[src/rtl/mem_arbiter_pkg.sv]
// -----------------------------------------------------------------------------
// mem_arbiter_pkg
// Shared definitions for the unified-memory arbiter between the instruction
// fetch port (I) and the load/store port (D).
//
// Contents:
//   owner_e        - encoding of which port owns an access (OWN_I / OWN_D)
//   WREN_NONE      - byte-enable pattern for a read (no lanes written)
//   WREN_WORD      - byte-enable pattern for a full-word store
//   STARVE_W       - width of the I-port starvation counter
//   grant_owner()  - maps the D grant bit onto an owner encoding
// -----------------------------------------------------------------------------
package mem_arbiter_pkg;

    typedef enum logic {
        OWN_I = 1'b0,
        OWN_D = 1'b1
    } owner_e;

    localparam logic [3:0] WREN_NONE = 4'b0000;
    localparam logic [3:0] WREN_WORD = 4'b1111;

    localparam int STARVE_W = 4;

    // Only two owners exist, so the D grant alone decides who owns the access.
    function automatic owner_e grant_owner(input logic d_gnt);
        return d_gnt ? OWN_D : OWN_I;
    endfunction

endpackage

[src/rtl/mem_arb_pick.sv]
// -----------------------------------------------------------------------------
// mem_arb_pick
// Purely combinational grant picker for the two memory requesters.
//
// Ports:
//   i_vld   in   fetch port requests this cycle
//   d_vld   in   load/store port requests this cycle
//   i_prio  in   1 = I wins a contention, 0 = D wins a contention
//   i_gnt   out  fetch port granted (one-hot with d_gnt)
//   d_gnt   out  load/store port granted (one-hot with i_gnt)
// -----------------------------------------------------------------------------
module mem_arb_pick (
    input  logic i_vld,
    input  logic d_vld,
    input  logic i_prio,
    output logic i_gnt,
    output logic d_gnt
);

    // A lone requester always wins; the priority bit only matters when both
    // ports ask in the same cycle. The two expressions are mutually exclusive
    // by construction, so the grant is always one-hot or zero.
    always_comb begin
        i_gnt = i_vld & (~d_vld | i_prio);
        d_gnt = d_vld & ~(i_vld & i_prio);
    end

endmodule

[src/rtl/mem_arbiter.sv]
// -----------------------------------------------------------------------------
// mem_arbiter
// Shares one single-port, 1-cycle-latency memory between the instruction
// fetch port (I, read-only) and the load/store port (D, read/write with byte
// enables). At most one request is granted per cycle; the response is routed
// back to its owner one cycle after the grant.
//
// Build option:
//   MEM_ARB_RR_EN  defined   -> strict round-robin between I and D
//                  undefined -> D priority with an I starvation guard
//
// Parameters:
//   AW          byte-address width of both ports and the memory
//   STARVE_MAX  consecutive lost I cycles before I beats D (legal 1..15)
//
// Ports:
//   clk           in   core clock
//   rst           in   synchronous active-low reset
//   i_req_vld     in   fetch request
//   i_req_addr    in   fetch address (word aligned)
//   i_req_rdy     out  fetch granted this cycle
//   i_rsp_vld     out  fetch data valid
//   i_rsp_rdata   out  fetched instruction
//   d_req_vld     in   data request
//   d_req_addr    in   data address
//   d_req_wren    in   byte write enables, 0 = read
//   d_req_wrdata  in   lane-aligned store data
//   d_req_rdy     out  data request granted this cycle
//   d_rsp_vld     out  load data valid or store acknowledge
//   d_rsp_rdata   out  raw memory word
//   mem_en        out  memory access strobe
//   mem_we        out  memory byte write enables
//   mem_addr      out  memory address
//   mem_wdata     out  memory write data
//   mem_rdata     in   memory read data, valid one cycle after mem_en
// -----------------------------------------------------------------------------
module mem_arbiter
    import mem_arbiter_pkg::*;
#(
    parameter int AW         = 32,
    parameter int STARVE_MAX = 4
) (
    input  logic          clk,
    input  logic          rst,

    input  logic          i_req_vld,
    input  logic [AW-1:0] i_req_addr,
    output logic          i_req_rdy,
    output logic          i_rsp_vld,
    output logic [31:0]   i_rsp_rdata,

    input  logic          d_req_vld,
    input  logic [AW-1:0] d_req_addr,
    input  logic [3:0]    d_req_wren,
    input  logic [31:0]   d_req_wrdata,
    output logic          d_req_rdy,
    output logic          d_rsp_vld,
    output logic [31:0]   d_rsp_rdata,

    output logic          mem_en,
    output logic [3:0]    mem_we,
    output logic [AW-1:0] mem_addr,
    output logic [31:0]   mem_wdata,
    input  logic [31:0]   mem_rdata
);

    logic   i_gnt;
    logic   d_gnt;
    logic   any_gnt;
    logic   i_prio;
    logic   pend_q;
    owner_e own_q;

    // Requests are masked while reset is held so that no grant, memory strobe
    // or ready can escape during the reset cycle itself.
    logic i_vld_live;
    logic d_vld_live;

    assign i_vld_live = i_req_vld & rst;
    assign d_vld_live = d_req_vld & rst;

`ifdef MEM_ARB_RR_EN
    // Round-robin: the port that did not win last time gets the contention.
    owner_e last_q;

    assign i_prio = (last_q == OWN_D);
`else
    // D priority, except once I has lost STARVE_MAX cycles in a row.
    localparam logic [STARVE_W-1:0] STARVE_LIM = STARVE_W'(STARVE_MAX);

    logic [STARVE_W-1:0] starve_cnt;

    assign i_prio = (starve_cnt == STARVE_LIM);
`endif

    mem_arb_pick u_pick (
        .i_vld  (i_vld_live),
        .d_vld  (d_vld_live),
        .i_prio (i_prio),
        .i_gnt  (i_gnt),
        .d_gnt  (d_gnt)
    );

    assign any_gnt = i_gnt | d_gnt;

    assign i_req_rdy = i_gnt;
    assign d_req_rdy = d_gnt;

    // Memory command mux. An I access is always a read, and with no grant the
    // bus is driven to zero so idle cycles are easy to spot on a trace.
    always_comb begin
        mem_en    = any_gnt;
        mem_we    = WREN_NONE;
        mem_addr  = '0;
        mem_wdata = '0;
        if (d_gnt) begin
            mem_we    = d_req_wren;
            mem_addr  = d_req_addr;
            mem_wdata = d_req_wrdata;
        end else if (i_gnt) begin
            mem_addr  = i_req_addr;
        end
    end

    // Response tracking: pend_q marks that last cycle issued an access and
    // own_q remembers whose it was. pend_q drops on any idle cycle so a stale
    // owner can never produce a response.
    always_ff @(posedge clk) begin
        if (!rst) begin
            pend_q <= 1'b0;
            own_q  <= OWN_I;
        end else begin
            pend_q <= any_gnt;
            if (any_gnt) begin
                own_q <= grant_owner(d_gnt);
            end
        end
    end

`ifdef MEM_ARB_RR_EN
    // last_q starts at D so that I takes the first contention after reset.
    always_ff @(posedge clk) begin
        if (!rst) begin
            last_q <= OWN_D;
        end else if (any_gnt) begin
            last_q <= grant_owner(d_gnt);
        end
    end
`else
    // The counter saturates rather than wrapping, so I keeps priority for as
    // long as it stays blocked; any I grant or withdrawn I request clears it.
    always_ff @(posedge clk) begin
        if (!rst) begin
            starve_cnt <= '0;
        end else if (i_req_vld && !i_gnt) begin
            if (starve_cnt != STARVE_LIM) begin
                starve_cnt <= starve_cnt + 1'b1;
            end
        end else begin
            starve_cnt <= '0;
        end
    end
`endif

    // Responses are qualified by rst as well as pend_q: an access granted the
    // cycle before reset must not report a response during reset.
    always_comb begin
        i_rsp_vld   = rst & pend_q & (own_q == OWN_I);
        d_rsp_vld   = rst & pend_q & (own_q == OWN_D);
        i_rsp_rdata = i_rsp_vld ? mem_rdata : 32'h0;
        d_rsp_rdata = d_rsp_vld ? mem_rdata : 32'h0;
    end

endmodule
[config.mk]
export PLATFORM = sky130hd
export DESIGN_NAME = mem_arbiter
export DESIGN_NICKNAME = d
export VERILOG_FILES = /design/src/rtl/mem_arbiter_pkg.sv /design/src/rtl/mem_arb_pick.sv /design/src/rtl/mem_arbiter.sv
export SDC_FILE = /design/constraint.sdc
export NUM_CORES = 1
export LEC_CHECK = 0
export ABC_CLOCK_PERIOD_IN_PS = 1400
export BUFFER_PORTS_ARGS = -buffer_cell sky130_fd_sc_hd__buf_4
export CAP_MARGIN = 10
export CORE_AREA = 5 5 104 106
export CTS_CLUSTER_DIAMETER = 40
export DETAILED_ROUTE_END_ITERATION = 12
export DIE_AREA = 0 0 109 111
export PLACE_DENSITY = 0.55
export SLEW_MARGIN = 20
export SYNTH_ARGS = -nofsm -noshare
export SYNTH_HDL_FRONTEND = slang
export SYNTH_SLANG_ARGS = --single-unit
[constraint.sdc]
create_clock -name clk -period 1.4 [get_ports clk]
set_clock_uncertainty 0.05 [all_clocks]
set_input_delay 0.21 -clock clk [delete_from_list [all_inputs] [get_ports clk]]
set_output_delay 0.21 -clock clk [all_outputs]
set_load 0.005 [all_outputs]
==> qor.yml, run 1 <==
status: "complete, but fails checks"
violations: "negative setup slack"
ant_nets: 0
initial_core_util_pct: 13.3
setup_viol: 136
finalHoldViolations: 0
slew_headroom_pct: 88.6
critPathArrivalTime_ps: 1690
n_antenna_cell: 0
synth.top_cell.area_share_pct: 48.4
final_common_cell: "buf_4"
numCtsBuffers: 3
post_dp_cell_area_um2: 3560
synth.area.top_cells: "and2_1 (48%), a22o_1 (22%), dfxtp_1 (9.3%)"
grt_pass1_wl_um: 15200
critical_path.cell_chain: "inv_2 -> ha_4 -> nand3b_1 -> buf_4 -> a21oi_4 -> buf_12 -> clkbuf_16 -> a22o_1 -> buf_6"
design_area_um2: 4520
vdd_drop_max_v: 0.000216
ys_ff_latch: 6
layout_setup_ws_ps: -547
htree_levels: 1
wire_per_inst_um: 19.4
synthCells: 180
drive_gt1_share_pct: 84.0
crit_slowest_cell: "dfxtp_2"
rsz0062_at_grt: "true"
fin_util_pct: 46.7
fmax_mhz: 514
path_buf_inv: 5
ys_seq_area_share_pct: 9.30
required_ps: 1140
cts_tree: "done"
first_iter_violations: 101
grt_max_degree: 36
portBuffers: 272
areaGrowthSynthToFinish_pct: 250
antenna_found_initial: 0
power_leakage_uw: 0.00235
grt-ovfl-total: 0
die_h_um: 111
path_class: "reg -> out"
first_pass_iters: 4
design.die.area_um2: 12100
post-route-drc-count: 0
fin_nets: 608
final_cell_mix: "buf_4 (198), buf_6 (84), and2_4 (76)"
io_pins: 273
p_per_area_nw_per_um2: 323
clk_pin_slew_ps: 40
rows: 36
clock_path_buffers: 2
finalMaxSlewViolations: 0
gp_congestion: 0.856
coreArea_um2: 9680
cap_violations: 0
startpoint_type: "flip-flop"
grtUsageTotal_pct: 15.9
yosys_warnings: 0
synthDistinctLibCells: 20
crit_fanout: 8
post-route-period-util_pct: 139
max_slew.worst_pin.slew_ps: 170
drt-total-wl_um: 11700
yosysTopAreaCell: "and2_1"
crit_family: "buffers and inverters"
fin_crit_ps: 1950
fill_cells: 932
ctsRootBufferMaster: "clkbuf_8"
cts.sinks: 6
hpwl_um: 7880
syn_avg_cell_area_um2: 7.17
chipWidth_um: 109
hold_path_class: "in -> reg"
register_area_um2: 128
postCtsHoldBufs: 0
syn-cell-area_um2: 1290
vias_per_cell: 4.17
worstSkewPairLatency_ps: 220
first_global_vias: 2710
cp-end-kind: "output pin"
syn_nets: 318
multi_input_area_um2: 1280
vias: 2504
critical-path-max-stage-delay_ps: 320
-- worst reg2reg max path, delay by kind of cell, from the launching register on --
family,cells,cell delay [ps]
AOI/OAI and AO/OA,2,500
DFF,1,320
buffers and inverters,2,260
adders and majority gates,1,120
and+or+nand+nor,1,110
-- registers in the layout (all words and copies together), names as in the netlist --
register,cells
starve_cnt,4
pend_q,1
own_q,1
-- path summary, 6_finish.rpt --
| kind | start | to | slack, ps | cells past startpoint |
|---|---|---|---|---|
| worst max-delay path | starve_cnt[1] | mem_addr[4] | -550 | 9 |
| worst min-delay path | d_req_vld | pend_q | 210 | 2 |
| worst max register to register | starve_cnt[1] | own_q | -60 | 6 |
| worst min register to register | starve_cnt[0] | starve_cnt[0] | 470 | 2 |
-- area by class of cell --
class / count / area share [%]
Clock buffer: 3 / 0.913
Sequential cell: 6 / 2.82
Inverter: 4 / 0.332
Multi-Input combinational cell: 153 / 28.4
Timing Repair Buffer: 302 / 63.9
Tap cell: 133 / 3.68
-- kinds of logic after synthesis --
family / count (synthesis) / share of synthesized area, %
AND/OR/NAND/NOR: 112 / 53.1
AO/OA/AOI/OAI: 37 / 24.9
buffers and inverters: 21 / 9.40
flip-flops: 6 / 9.30
XOR/XNOR: 2 / 1.36
adder cells (fa/ha/maj): 2 / 1.94
-- what timing repair did --
action                                  in CTS  in global routing
setup buffers                                4                  2
endpoints found under the setup margin     135                136
pin swaps                                   31                 39
resized for setup                           92                 83
gates cloned                                 7                  8
-- per-stage QoR --
| stage | worst slack [ps] | cells | hold slack [ps] | TNS [ps] | power, uW |
|---|---|---|---|---|---|
| after CTS | -565 | 593 | 207 | -41860 | 1380 |
| final | -547 | 601 | 208 | -40660 | 1460 |
| after global routing | -613 | 601 | 221 | -49370 | 1550 |
| after floorplan | -159 | 180 | 270 | -9340 | 402 |
| after detailed placement | -334 | 579 | 412 | -19970 | 969 |
| after global placement | -301 | 579 | 416 | -17320 | 965 |
-- cell usage after synthesis --
library cell,instances
and2_1,100
a22o_1,32
clkbuf_1,8
dfxtp_1,6
buf_6,5
buf_2,4
inv_1,4
nor3_1,4
nand2_1,3
o21a_1,3
ha_1,2
a21oi_2,1
and3_1,1
nand3_1,1
nand3b_1,1
nor2_1,1
nor2b_1,1
o211a_1,1
xnor2_1,1
xor2_1,1
-- routing by layer --
layer / wire [um] / track usage, % / vias up
met2: 6260 / 30.3 / 174
met1: 3880 / 16.1 / 1138
met4: 162 / 4.12 / 0
li1: - / - / 1178
met5: 0 / 0 / -
met3: 1380 / 5.30 / 14
-- power by group --
group	internal [uW]	leakage [uW]	switching (uW)
combinational	688	0.00228	335
clock	184	0.0000216	70.9
sequential	177	0.0000507	4.34
total	1050	0.00235	411
No activity file was read; power rests on OpenSTA's default activity.
==> inputs of run 2 (changes only) <==
--- a/config.mk
+++ b/config.mk
@@ -5,15 +5,18 @@
 export SDC_FILE = /design/constraint.sdc
 export NUM_CORES = 1
 export LEC_CHECK = 0
+export ABC_AREA = 1
 export ABC_CLOCK_PERIOD_IN_PS = 1400
 export BUFFER_PORTS_ARGS = -buffer_cell sky130_fd_sc_hd__buf_4
 export CAP_MARGIN = 10
-export CORE_AREA = 5 5 104 106
+export CORE_AREA = 5 5 101 103
 export CTS_CLUSTER_DIAMETER = 40
 export DETAILED_ROUTE_END_ITERATION = 12
-export DIE_AREA = 0 0 109 111
-export PLACE_DENSITY = 0.55
+export DIE_AREA = 0 0 106 108
+export PLACE_DENSITY = 0.61
+export RECOVER_POWER = 25
 export SLEW_MARGIN = 20
 export SYNTH_ARGS = -nofsm -noshare
 export SYNTH_HDL_FRONTEND = slang
 export SYNTH_SLANG_ARGS = --single-unit
+export TNS_END_PERCENT = 1
==> qor.yml, run 2 <==
syn_avg_cell_area_um2: 4.88
synthDistinctLibCells: 23
post-route-drc-count: 0
portBuffers: 272
grt-ovfl-total: 0
largest_reg_flops: 4
htree_levels: 1
ys_ff_latch: 6
finalMaxSlewViolations: 0
vdd_drop_max_v: 0.000300
dp_cells: 714
yosysTopAreaCell: "nor2_1"
clock_path_buffers: 2
synth_ff_type: "dfxtp_1"
yosysMostFrequentCell: "nor2_1"
drive_gt1_share_pct: 58.4
wire_per_inst_um: 13.2
first_iter_violations: 122
p_per_area_nw_per_um2: 386
grtUsageTotal_pct: 14.7
ant_nets: 0
dpl_worst_slack_ps: -131
crit_slowest_cell: "dfxtp_2"
first_global_vias: 2738
path_buf_inv: 4
final_cells: 717
drt-total-wl_um: 9440
worstSkewPairLatency_ps: 220
cp-end-kind: "output pin"
status: "complete, but fails checks"
required_ps: 1140
synthCells: 324
startpoint_type: "flip-flop"
post-route-period-util_pct: 120
postCtsHoldBufs: 0
yosys_warnings: 0
critical-path-max-stage-delay_ps: 310
power_uw: 1560
synth.top_cell.area_share_pct: 19.7
fmax_mhz: 594
cts.sinks: 6
initial_core_util_pct: 17.3
crit_family: "buffers and inverters"
final_cell_mix: "buf_4 (281), inv_1 (72), nand2_1 (70)"
grt_max_degree: 33
areaGrowthSynthToFinish_pct: 156
synth_common_cells: "nor2_1 (83), inv_1 (75), nand2_1 (70), nand3_1 (37), nor2_2 (16)"
rsz0062_at_grt: "true"
top_register: "starve_cnt"
n_antenna_cell: 0
largestRegisters: "starve_cnt (4), own_q (1), pend_q (1)"
syn-cell-area_um2: 1580
syn_nets: 462
power_leakage_uw: 0.00255
cap_violations: 0
design.die.area_um2: 11400
final_common_cell: "buf_4"
numCtsBuffers: 3
antenna_found_initial: 0
post_dp_cell_area_um2: 3920
critPathArrivalTime_ps: 1420
ctsRootBufferMaster: "clkbuf_8"
critical_path.cell_chain: "inv_2 -> ha_4 -> nand3_4 -> nand2_4 -> nand2_8 -> inv_8 -> buf_12 -> nor2_2 -> buf_4"
max_slew.worst_pin.slew_ps: 172
finalHoldViolations: 0
grt_pass1_wl_um: 13800
hold_path_class: "in -> reg"
vias: 2853
clk_pin_slew_ps: 40
first_pass_iters: 4
gp_congestion: 0.931
setup_tns_ps: -19230
design_area_um2: 4040
ys_seq_area_share_pct: 7.60
slew_headroom_pct: 88.5
fill_cells: 953
violations: "negative setup slack"
async_flop_share_pct: 0
io_pins: 273
layout_setup_ws_ps: -283
synth.area.top_cells: "nor2_1 (20%), inv_1 (18%), nand2_1 (17%)"
die_h_um: 108
cts_tree: "done"
fin_nets: 746
rows: 35
path_class: "reg -> out"
synth_edf_count: 0
vias_per_cell: 3.98
coreArea_um2: 9110
crit_fanout: 9
chipWidth_um: 106
hpwl_um: 8290
fin_crit_ps: 1680
setup_viol: 102
run 2: layout make-up:
class | count | area, um2 | share of cell area, %
well taps | 111 | 139 | 3.44
multi-input cells | 223 | 1100 | 27.2
inverters | 77 | 298 | 7.38
flip-flops and latches | 6 | 125 | 3.10
repair buffers | 297 | 2330 | 57.8
clock buffers | 3 | 41.3 | 1.02
run 2: stage by stage:
stage / hold WS [ps] / util [%]
global placement: 444 / 43.0
floorplan: 258 / -
CTS: 276 / 44.2
global route: 292 / 44.3
finish: 273 / 44.3
detailed placement: 446 / 43.0
run 2: tightest hold or removal path: cells and delay by family:
kind                   cells  cell delay [ps]
buffers and inverters      3              250
and+or+nand+nor            1               50
run 2: power breakdown:
part | total [uW] | switching [uW] | internal, uW
clock | 255 | 70.8 | 184
sequential | 184 | 4.55 | 180
combinational | 1120 | 458 | 661
run 2: routing by layer:
| layer | GRT usage, % | wire (um) | vias up |
|---|---|---|---|
| met5 | 0 | 0 | - |
| met4 | 4.16 | 208 | 0 |
| met3 | 4.06 | 815 | 18 |
| met2 | 28.9 | 5230 | 134 |
| met1 | 15.3 | 3180 | 1211 |
| li1 | - | - | 1490 |
run 2: path summary, 6_finish.rpt:
kind	from	endpoint	slack [ps]	depth (start not counted)
min reg2reg	starve_cnt[0]	starve_cnt[0]	460	2
max reg2reg	starve_cnt[0]	own_q	170	8
max	starve_cnt[0]	mem_we[2]	-280	9
min	rst	own_q	270	4
run 2: cells by family after synthesis:
| logic type | after synthesis | synth area share, % |
|---|---|---|
| flops | 6 | 7.60 |
| buf+inv | 95 | 27.3 |
| simple gates | 217 | 61.8 |
| fa+ha+maj | 2 | 1.58 |
| xor+xnor | 2 | 1.11 |
| compound gates | 2 | 0.633 |
run 2: what timing repair did:
item	in CTS	in global routing
setup endpoints to repair	126	118
gates resized for setup	21	6
buffers inserted	0	0
pin swaps	1	0
